**config.mk**
```make
export PLATFORM = sky130hd
export DESIGN_NAME = digit_scan
export DESIGN_NICKNAME = d
export VERILOG_FILES = /design/src/rtl/digit_scan.sv
export SDC_FILE = /design/constraint.sdc
export NUM_CORES = 1
export LEC_CHECK = 0
export ABC_AREA = 1
export CAP_MARGIN = 20
export CORE_ASPECT_RATIO = 1.1
export CORE_UTILIZATION = 30
export CTS_BUF_LIST = sky130_fd_sc_hd__clkbuf_4
export DETAILED_ROUTE_END_ITERATION = 12
export PLACE_DENSITY_LB_ADDON = 0.2
export SYNTH_ARGS = -nofsm -noshare
export SYNTH_HDL_FRONTEND = slang
export SYNTH_SLANG_ARGS = --single-unit
```
**constraint.sdc**
```tcl
create_clock -name clk -period 1.6 [get_ports clk]
set_clock_uncertainty 0.05 [all_clocks]
set_input_delay 0.4 -clock clk [delete_from_list [all_inputs] [get_ports clk]]
set_output_delay 0.4 -clock clk [all_outputs]
set_load 0.005 [all_outputs]
```
**src/rtl/digit_scan.sv**
```systemverilog
// 14-bit binary to 4-digit BCD via sequential double-dabble, time-multiplexed onto a shared digit bus with active-low anodes.
// Latency: 15 cycles from accepted load to display update; load is ignored (not queued) while busy.
module digit_scan #(
    parameter int REFRESH_DIV = 100000,
    parameter bit BLANK_LZ    = 1'b1
) (
    input  logic        clk,
    input  logic        rst,
    input  logic [13:0] value,
    input  logic        load,
    output logic [3:0]  digit,
    output logic [3:0]  an,
    output logic        busy,
    output logic        ovf
);

    localparam int TW = (REFRESH_DIV > 1) ? $clog2(REFRESH_DIV) : 1;
    localparam logic [TW-1:0] TICK_LAST = TW'(REFRESH_DIV - 1);

    typedef enum logic [1:0] {
        IDLE   = 2'd0,
        SHIFT  = 2'd1,
        COMMIT = 2'd2
    } state_t;

    state_t        state;
    state_t        state_nxt;
    logic [3:0]    iter;
    logic [13:0]   sh;
    logic [15:0]   bcd;
    logic [15:0]   bcd_adj;
    logic          ovf_pend;
    logic [15:0]   disp;
    logic [TW-1:0] tick;
    logic [1:0]    idx;
    logic          blank;

    always_ff @(posedge clk) begin
        if (rst) begin
            state <= IDLE;
        end else begin
            state <= state_nxt;
        end
    end

    always_comb begin
        state_nxt = state;
        case (state)
            IDLE:    if (load) state_nxt = SHIFT;
            SHIFT:   if (iter == 4'd13) state_nxt = COMMIT;
            COMMIT:  state_nxt = IDLE;
            default: state_nxt = IDLE;
        endcase
    end

    // Add-3 correction applied to every nibble before each shift.
    always_comb begin
        bcd_adj = bcd;
        for (int i = 0; i < 4; i++) begin
            if (bcd[4*i +: 4] >= 4'd5) begin
                bcd_adj[4*i +: 4] = bcd[4*i +: 4] + 4'd3;
            end
        end
    end

    always_ff @(posedge clk) begin
        if (rst) begin
            iter     <= 4'd0;
            sh       <= 14'd0;
            bcd      <= 16'd0;
            ovf_pend <= 1'b0;
            disp     <= 16'd0;
            ovf      <= 1'b0;
        end else begin
            case (state)
                IDLE: begin
                    if (load) begin
                        sh       <= (value > 14'd9999) ? 14'd9999 : value;
                        ovf_pend <= (value > 14'd9999);
                        bcd      <= 16'd0;
                        iter     <= 4'd0;
                    end
                end
                SHIFT: begin
                    {bcd, sh} <= {bcd_adj[14:0], sh, 1'b0};
                    iter      <= iter + 4'd1;
                end
                COMMIT: begin
                    disp <= bcd;
                    ovf  <= ovf_pend;
                end
                default: ;
            endcase
        end
    end

    // Slot scan runs free of the converter so a commit never glitches the refresh.
    always_ff @(posedge clk) begin
        if (rst) begin
            tick <= '0;
            idx  <= 2'd0;
        end else if (tick == TICK_LAST) begin
            tick <= '0;
            idx  <= idx + 2'd1;
        end else begin
            tick <= tick + 1'b1;
        end
    end

    always_comb begin
        blank = 1'b0;
        digit = disp[3:0];
        case (idx)
            2'd0: digit = disp[3:0];
            2'd1: begin
                digit = disp[7:4];
                blank = (disp[15:4] == 12'd0);
            end
            2'd2: begin
                digit = disp[11:8];
                blank = (disp[15:8] == 8'd0);
            end
            2'd3: begin
                digit = disp[15:12];
                blank = (disp[15:12] == 4'd0);
            end
            default: ;
        endcase
        if (BLANK_LZ && blank) begin
            an = 4'b1111;
        end else begin
            an = ~(4'b0001 << idx);
        end
    end

    assign busy = (state != IDLE);

endmodule

```
==> run metrics, run 1 <==
first-pass GRT wire length 14900 µm; Synth warnings 0; Final Hold Viols 0; GRT overflow 0; reg2reg start tick[0]$_SDFF_PP0_; CTS sink cnt 73; Overall Power 3340 µW; TritonCTS clock tree built; Die Span Y 118 µm; CP Max Fanout 5; Final WS setup -435 ps; RSZ-0062 raised after global routing true; setup slack, reg-to-reg 130 ps; Peak VDD IR 0.280 mV; max-capacitance violation count 0; drt drc 0; fmax 0.491 GHz; largest net degree at the start of global routing 33; DR vias/cell 4.69; Arr. time, crit path 1590 ps; failing checks negative setup slack; CTS clock-pin slew for the worst setup and hold paths 130 ps; Top cell by count, worst path nand2_1; Die W 107 µm; share of cells above drive strength 1 20.3%; # diodes 0; CP Launch Type flop; Port Buffer Count 26; Tot GR Track Use 14.6%; Cell Rows 41; worst endpoint required time 1150 ps; pin slew with the least headroom to its limit 417 ps; 1st-iter DRT viols 155; cts bufs inserted 9; CTS Root Cell clkbuf_4; Final ANT Viol Nets 0; Hold Buf Count CTS 0; Distinct cells, synth 33; RR Endpoint tick[11]$_SDFF_PP0_; CP max stage delay 400 ps; reg2reg path depth 7; die area 12600 µm²; Hold EP sh[8]$_SDFFE_PP0P_; sequential area share after synthesis 40.0%; HP Class reg -> reg; core area 11700 µm²; Final period util 127%; gate count after technology mapping 512; Syn Std Cell Area 3660 µm²; number of global-route vias before repair 3323; fin. max-slew vios 0; synth-to-layout area growth 27.6%; Top-Level Pins 27; Total Wirelength 8600 µm; number of setup violations in the final report 8; pre-CTS setup slack -538 ps; mean post-synth cell area 7.14 µm²; post-DP HPWL 6100 µm; Pwr per Cell Area 717 nW/µm²; Starting Density 31.3%; H-tree level count 3; hold slack 423 ps; post-layout min period 2040 ps; CTS max path bufs 2; slowest cell on the critical path dfxtp_4; post-placement cell count 710; hold path depth 2; Min-Delay Startpoint sh[8]$_SDFFE_PP0P_; Rel. slew slack 72.0%; syn_nets 545; CP Class reg -> out; via count 3431; Seq cells post-synth 73; DR pass1 iterations 4; crit end category primary output; DR WL/cell 11.8 µm; Leak 0.00183 µW; nets 610; GP Congestion 0.830; Worst-Skew Late Latency 440 ps; status complete, but fails checks; critical-path cell list inv_6 -> ha_4 -> inv_2 -> nand2_1 -> nand2_1 -> o21ai_2 -> nand2_2 -> nand2_1 -> buf_2; initial antenna violation count 0; Cell Count, Final, Fillers Out 732
[what timing repair did]
action / in CTS / in global routing
setup endpoints to repair: 10 / 27
gates resized for setup: 67 / 20
gates cloned: 0 / 1
pin swaps: 9 / 10
setup buffers: 3 / 2
[area by class of cell]
| type | count | area [µm²] |
|---|---|---|
| clock buffers | 9 | 67.6 |
| clock inverters | 7 | 62.6 |
| fillers | 1241 | 7030 |
| inverters | 57 | 224 |
| multi-input cells | 364 | 2020 |
| flip-flops and latches | 73 | 1480 |
| well taps | 150 | 188 |
| repair buffers | 72 | 629 |
[worst max-delay path: cells and delay by family, from the launching register on]
kind	cells	cell delay, ps
AND/OR/NAND/NOR	4	240
AO/OA/AOI/OAI	1	130
adder cells (fa/ha/maj)	1	160
flip-flops	1	400
buffers and inverters	3	210
[placed cells by master, fill, tap and decap left out, types with 2 or more instances in the layout]
cell type / instances
a22oi_1: 2
inv_2: 7
nand3b_1: 5
buf_12: 5
nand4_1: 9
a31oi_1: 4
buf_4: 39
o21ai_2: 2
o21a_1: 3
inv_6: 3
xnor2_1: 2
buf_6: 2
dfxtp_1: 65
clkbuf_4: 9
dfxtp_2: 6
nor2_1: 44
o21ai_1: 3
dfxtp_4: 2
nand3_1: 18
a21oi_2: 2
nor2_4: 2
clkdlybuf4s50_1: 16
a21boi_1: 4
xor2_1: 8
nor2_2: 2
inv_4: 2
nor3_1: 5
nand2_4: 3
a21oi_1: 63
ha_1: 10
nand2_2: 5
buf_2: 8
inv_1: 47
nor3_2: 2
nand3_4: 2
o21ai_0: 35
nand2_1: 117
clkinv_4: 3
ha_4: 5
[metal layers]
| metal | global-route usage [%] | vias to the layer above | wire length (µm) |
|---|---|---|---|
| li1 | - | 1801 | - |
| met3 | 2.60 | 11 | 265 |
| met5 | 0 | - | 0 |
| met4 | 5.74 | 0 | 142 |
| met1 | 18.7 | 1567 | 4210 |
| met2 | 24.3 | 52 | 3990 |
[cells by family after synthesis]
logic type | Yosys count | synth area share (%)
xor gates and xnor gates | 10 | 2.39
DFF | 73 | 40.0
AOI/OAI and AO/OA | 120 | 17.3
and+or+nand+nor | 217 | 26.2
buffers and inverters | 76 | 8.62
adders and majority gates | 16 | 5.47
[state kept, by name (all words and copies together) (netlist names)]
| name | flops |
|---|---|
| bcd | 16 |
| ovf | 1 |
| ovf_pend | 1 |
| idx | 2 |
| state | 2 |
| tick | 17 |
| sh | 14 |
| disp | 16 |
| iter | 4 |
[through the flow]
| stage | TNS [ps] | util, % | cell area (µm²) |
|---|---|---|---|
| 2_1_floorplan | 0 | - | 3660 |
| 3_3_place_gp | -4750 | 37.4 | 4370 |
| 3_5_place_dp | -5550 | 37.4 | 4370 |
| 4_1_cts | -3210 | 39.1 | 4570 |
| 5_1_grt | -3920 | 39.9 | 4670 |
| 6_report | -3050 | 39.9 | 4670 |
[cell usage after synthesis]
cell type	n	share of area (%)
a21boi_1	4	0.82
a21oi_1	65	8.9
a22oi_1	2	0.41
a31oi_1	4	0.68
buf_2	9	1.2
buf_4	3	0.62
buf_6	1	0.31
clkbuf_1	6	0.62
dfxtp_1	73	40
ha_1	16	5.5
inv_1	52	5.3
inv_2	5	0.51
nand2_1	120	12
nand2_2	3	0.51
nand2_4	2	0.62
nand3_1	19	2.6
nand3_2	1	0.27
nand3_4	1	0.48
nand3b_1	5	1.0
nand4_1	9	1.5
nor2_1	45	4.6
nor2_2	2	0.34
nor2_4	1	0.31
nor3_1	5	0.68
nor3_2	2	0.55
nor4_1	1	0.17
o211ai_1	1	0.21
o21a_1	3	0.62
o21ai_0	40	5.5
o32ai_1	1	0.24
or2_0	1	0.17
xnor2_1	2	0.48
xor2_1	8	1.9
[where the power goes]
group / switching [µW] / internal (µW)
registers: 28.7 / 1860
logic: 197 / 177
clock network: 737 / 348
[how the worst max path moves through the flow]
stage / from / endpoint / depth (start not counted)
after detailed placement: idx[0]$_SDFFE_PP0N_ / an[2] / 6
final: idx[0]$_SDFFE_PP0N_ / an[2] / 9
after global placement: idx[0]$_SDFFE_PP0N_ / an[3] / 9
after floorplan: idx[0]$_SDFFE_PP0N_ / an[1] / 6
after global routing: idx[0]$_SDFFE_PP0N_ / an[3] / 9
after CTS: idx[1]$_SDFFE_PP0N_ / an[2] / 9
No activity file was read; power rests on OpenSTA's default activity.
==> run 2, diff against run 1 <==
--- a/config.mk
+++ b/config.mk
@@ -10,6 +10,7 @@
 export CORE_ASPECT_RATIO = 1.1
 export CORE_UTILIZATION = 30
 export CTS_BUF_LIST = sky130_fd_sc_hd__clkbuf_4
+export CTS_CLUSTER_DIAMETER = 200
 export DETAILED_ROUTE_END_ITERATION = 12
 export PLACE_DENSITY_LB_ADDON = 0.2
 export SYNTH_ARGS = -nofsm -noshare
==> results of run 2 <==
Final layout, timing and power as in run 1 (identical DEF).
==> run 3, diff against run 2 <==
--- a/config.mk
+++ b/config.mk
@@ -7,11 +7,12 @@
 export LEC_CHECK = 0
 export ABC_AREA = 1
 export CAP_MARGIN = 20
-export CORE_ASPECT_RATIO = 1.1
+export CORE_ASPECT_RATIO = 1.5
 export CORE_UTILIZATION = 30
 export CTS_BUF_LIST = sky130_fd_sc_hd__clkbuf_4
 export CTS_CLUSTER_DIAMETER = 200
 export DETAILED_ROUTE_END_ITERATION = 12
+export GPL_ROUTABILITY_DRIVEN = 0
 export PLACE_DENSITY_LB_ADDON = 0.2
 export SYNTH_ARGS = -nofsm -noshare
 export SYNTH_HDL_FRONTEND = slang
==> constraint.sdc (replaced) <==
create_clock -name clk -period 1.6 [get_ports clk]
set_clock_uncertainty 0.05 [all_clocks]
set_input_delay 0.32 -clock clk [delete_from_list [all_inputs] [get_ports clk]]
set_output_delay 0.32 -clock clk [all_outputs]
set_load 0.005 [all_outputs]
==> run metrics, run 3 (same netlist as run 1, synthesis figures left out) <==
status complete, but fails checks; failing checks negative setup slack; HP Class reg -> reg; die area 12600 µm²; first-pass GRT wire length 14200 µm; largest net degree at the start of global routing 33; Top reg by flops tick; Peak VDD IR 0.404 mV; number of setup violations in the final report 8; Top-Level Pins 27; core area 12000 µm²; CTS clock-pin slew for the worst setup and hold paths 120 ps; synth-to-layout area growth 30.2%; Final WS setup -441 ps; critical-path cell list buf_12 -> ha_4 -> inv_2 -> nand2_1 -> nand2_1 -> o21ai_2 -> nand2_2 -> buf_6 -> nand2_1 -> buf_2; pre-CTS setup slack -424 ps; number of global-route vias before repair 3206; RSZ-0062 raised after global routing true; CTS Root Cell clkbuf_4; initial antenna violation count 1; CP Max Fanout 5; Rel. slew slack 69.4%; CP Launch Type flop; GRT overflow 0; H-tree level count 3; worst endpoint required time 1230 ps; most frequent cells in the layout nand2_1 (115), dfxtp_1 (66), a21oi_1 (61); CTS max path bufs 2; Port Buffer Count 26; Final period util 128%; Regs by FF count tick (17), bcd (16), disp (16); max-capacitance violation count 0; Cell Rows 49; cts bufs inserted 9; Tot GR Track Use 14.2%; DR vias/cell 4.62; slowest cell on the critical path dfxtp_4; 1st-iter DRT viols 118; Total Wirelength 8420 µm; number of fillers in the final layout 1264; via count 3395; logic gate share of total power 10.0%; sequential fraction of design power 53.4%; DR pass1 iterations 4; Top cell by count, worst path nand2_1; Cell Count, Final, Fillers Out 735; switching fraction of total power 24.6%; Hold Buf Count CTS 0; pin slew with the least headroom to its limit 455 ps; crit end category primary output; Final ANT Viol Nets 0; CP Class reg -> out; NetSw 869 µW; commonest non-fill, non-tap cell in the layout nand2_1; Final Hold Viols 0; Leak 0.00185 µW; post-layout min period 2040 ps; Die Span Y 137 µm; share of cells above drive strength 1 20.8%; post-DP HPWL 5810 µm; post-placement cell count 710; TritonCTS clock tree built; fin. max-slew vios 0; Worst-Skew Late Latency 420 ps; Arr. time, crit path 1670 ps; nets 610; Clock power frac 36.6%; Starting Density 30.6%; Int Pwr 2660 µW; Overall Power 3530 µW; number of flip-flops in the largest register 17; CP max stage delay 400 ps; DR WL/cell 11.5 µm; fmax 0.490 GHz; Die W 92.2 µm; CTS sink cnt 73; drt drc 0; Pwr per Cell Area 742 nW/µm²
-- run 3: layout make-up --
type | instances | area (µm²) | share of cell area, %
Sequential cell | 73 | 1480 | 31.0
Inverter | 57 | 229 | 4.81
Antenna cell | 1 | 2.50 | 0.0526
Clock inverter | 5 | 81.3 | 1.71
Timing Repair Buffer | 72 | 659 | 13.9
Tap cell | 153 | 191 | 4.02
Multi-Input combinational cell | 364 | 2050 | 43.0
Clock buffer | 10 | 75.1 | 1.58
-- run 3: power by group through the flow --
| stage | sequential, µW | clock [µW] | combinational (µW) |
|---|---|---|---|
| after floorplan | 1920 | 0 | 206 |
| after global placement | 1920 | 0 | 344 |
| after detailed placement | 1930 | 0 | 348 |
| after CTS | 1880 | 1350 | 347 |
| after global routing | 1890 | 1420 | 396 |
| final | 1890 | 1290 | 352 |
-- run 3: worst paths after layout --
kind,from,end,slack (ps),depth (start not counted)
max,idx[1]$_SDFFE_PP0N_,an[3],-440,10
min,sh[9]$_SDFFE_PP0P_,sh[9]$_SDFFE_PP0P_,420,2
max reg2reg,tick[0]$_SDFF_PP0_,idx[1]$_SDFFE_PP0N_,140,9
min reg2reg,sh[9]$_SDFFE_PP0P_,sh[9]$_SDFFE_PP0P_,420,2
-- run 3: critical path: cells and delay by family (launching register included) --
family / cells / cell delay (ps)
and+or+nand+nor: 4 / 220
DFF: 1 / 400
adders and majority gates: 1 / 150
AOI/OAI and AO/OA: 1 / 130
buffers and inverters: 4 / 360
-- run 3: per-layer routing --
| layer | vias up | global-route usage (%) | share of wire (%) |
|---|---|---|---|
| met3 | 14 | 2.54 | 2.5 |
| met1 | 1531 | 16.0 | 45 |
| met2 | 47 | 25.7 | 50 |
| li1 | 1803 | - | - |
| met4 | 0 | 6.34 | 2.0 |
| met5 | - | 0 | 0 |
-- run 3: metrics by stage --
step	setup TNS (ps)	hold slack, ps	util (%)	instance area [µm²]
after floorplan	0	367	-	3660
after CTS	-3230	430	38.5	4600
after global routing	-3300	443	39.8	4760
after global placement	-2600	379	36.3	4340
final	-2510	424	39.8	4760
after detailed placement	-3200	408	36.3	4340
-- run 3: repair_timing --
item                                   in CTS  in global routing
gates cloned                                0                  1
setup endpoints to repair                  10                 27
endpoints found under the hold margin       0                  0
resized for setup                          58                 41
pin swaps                                   8                 14
setup buffers                               7                  4
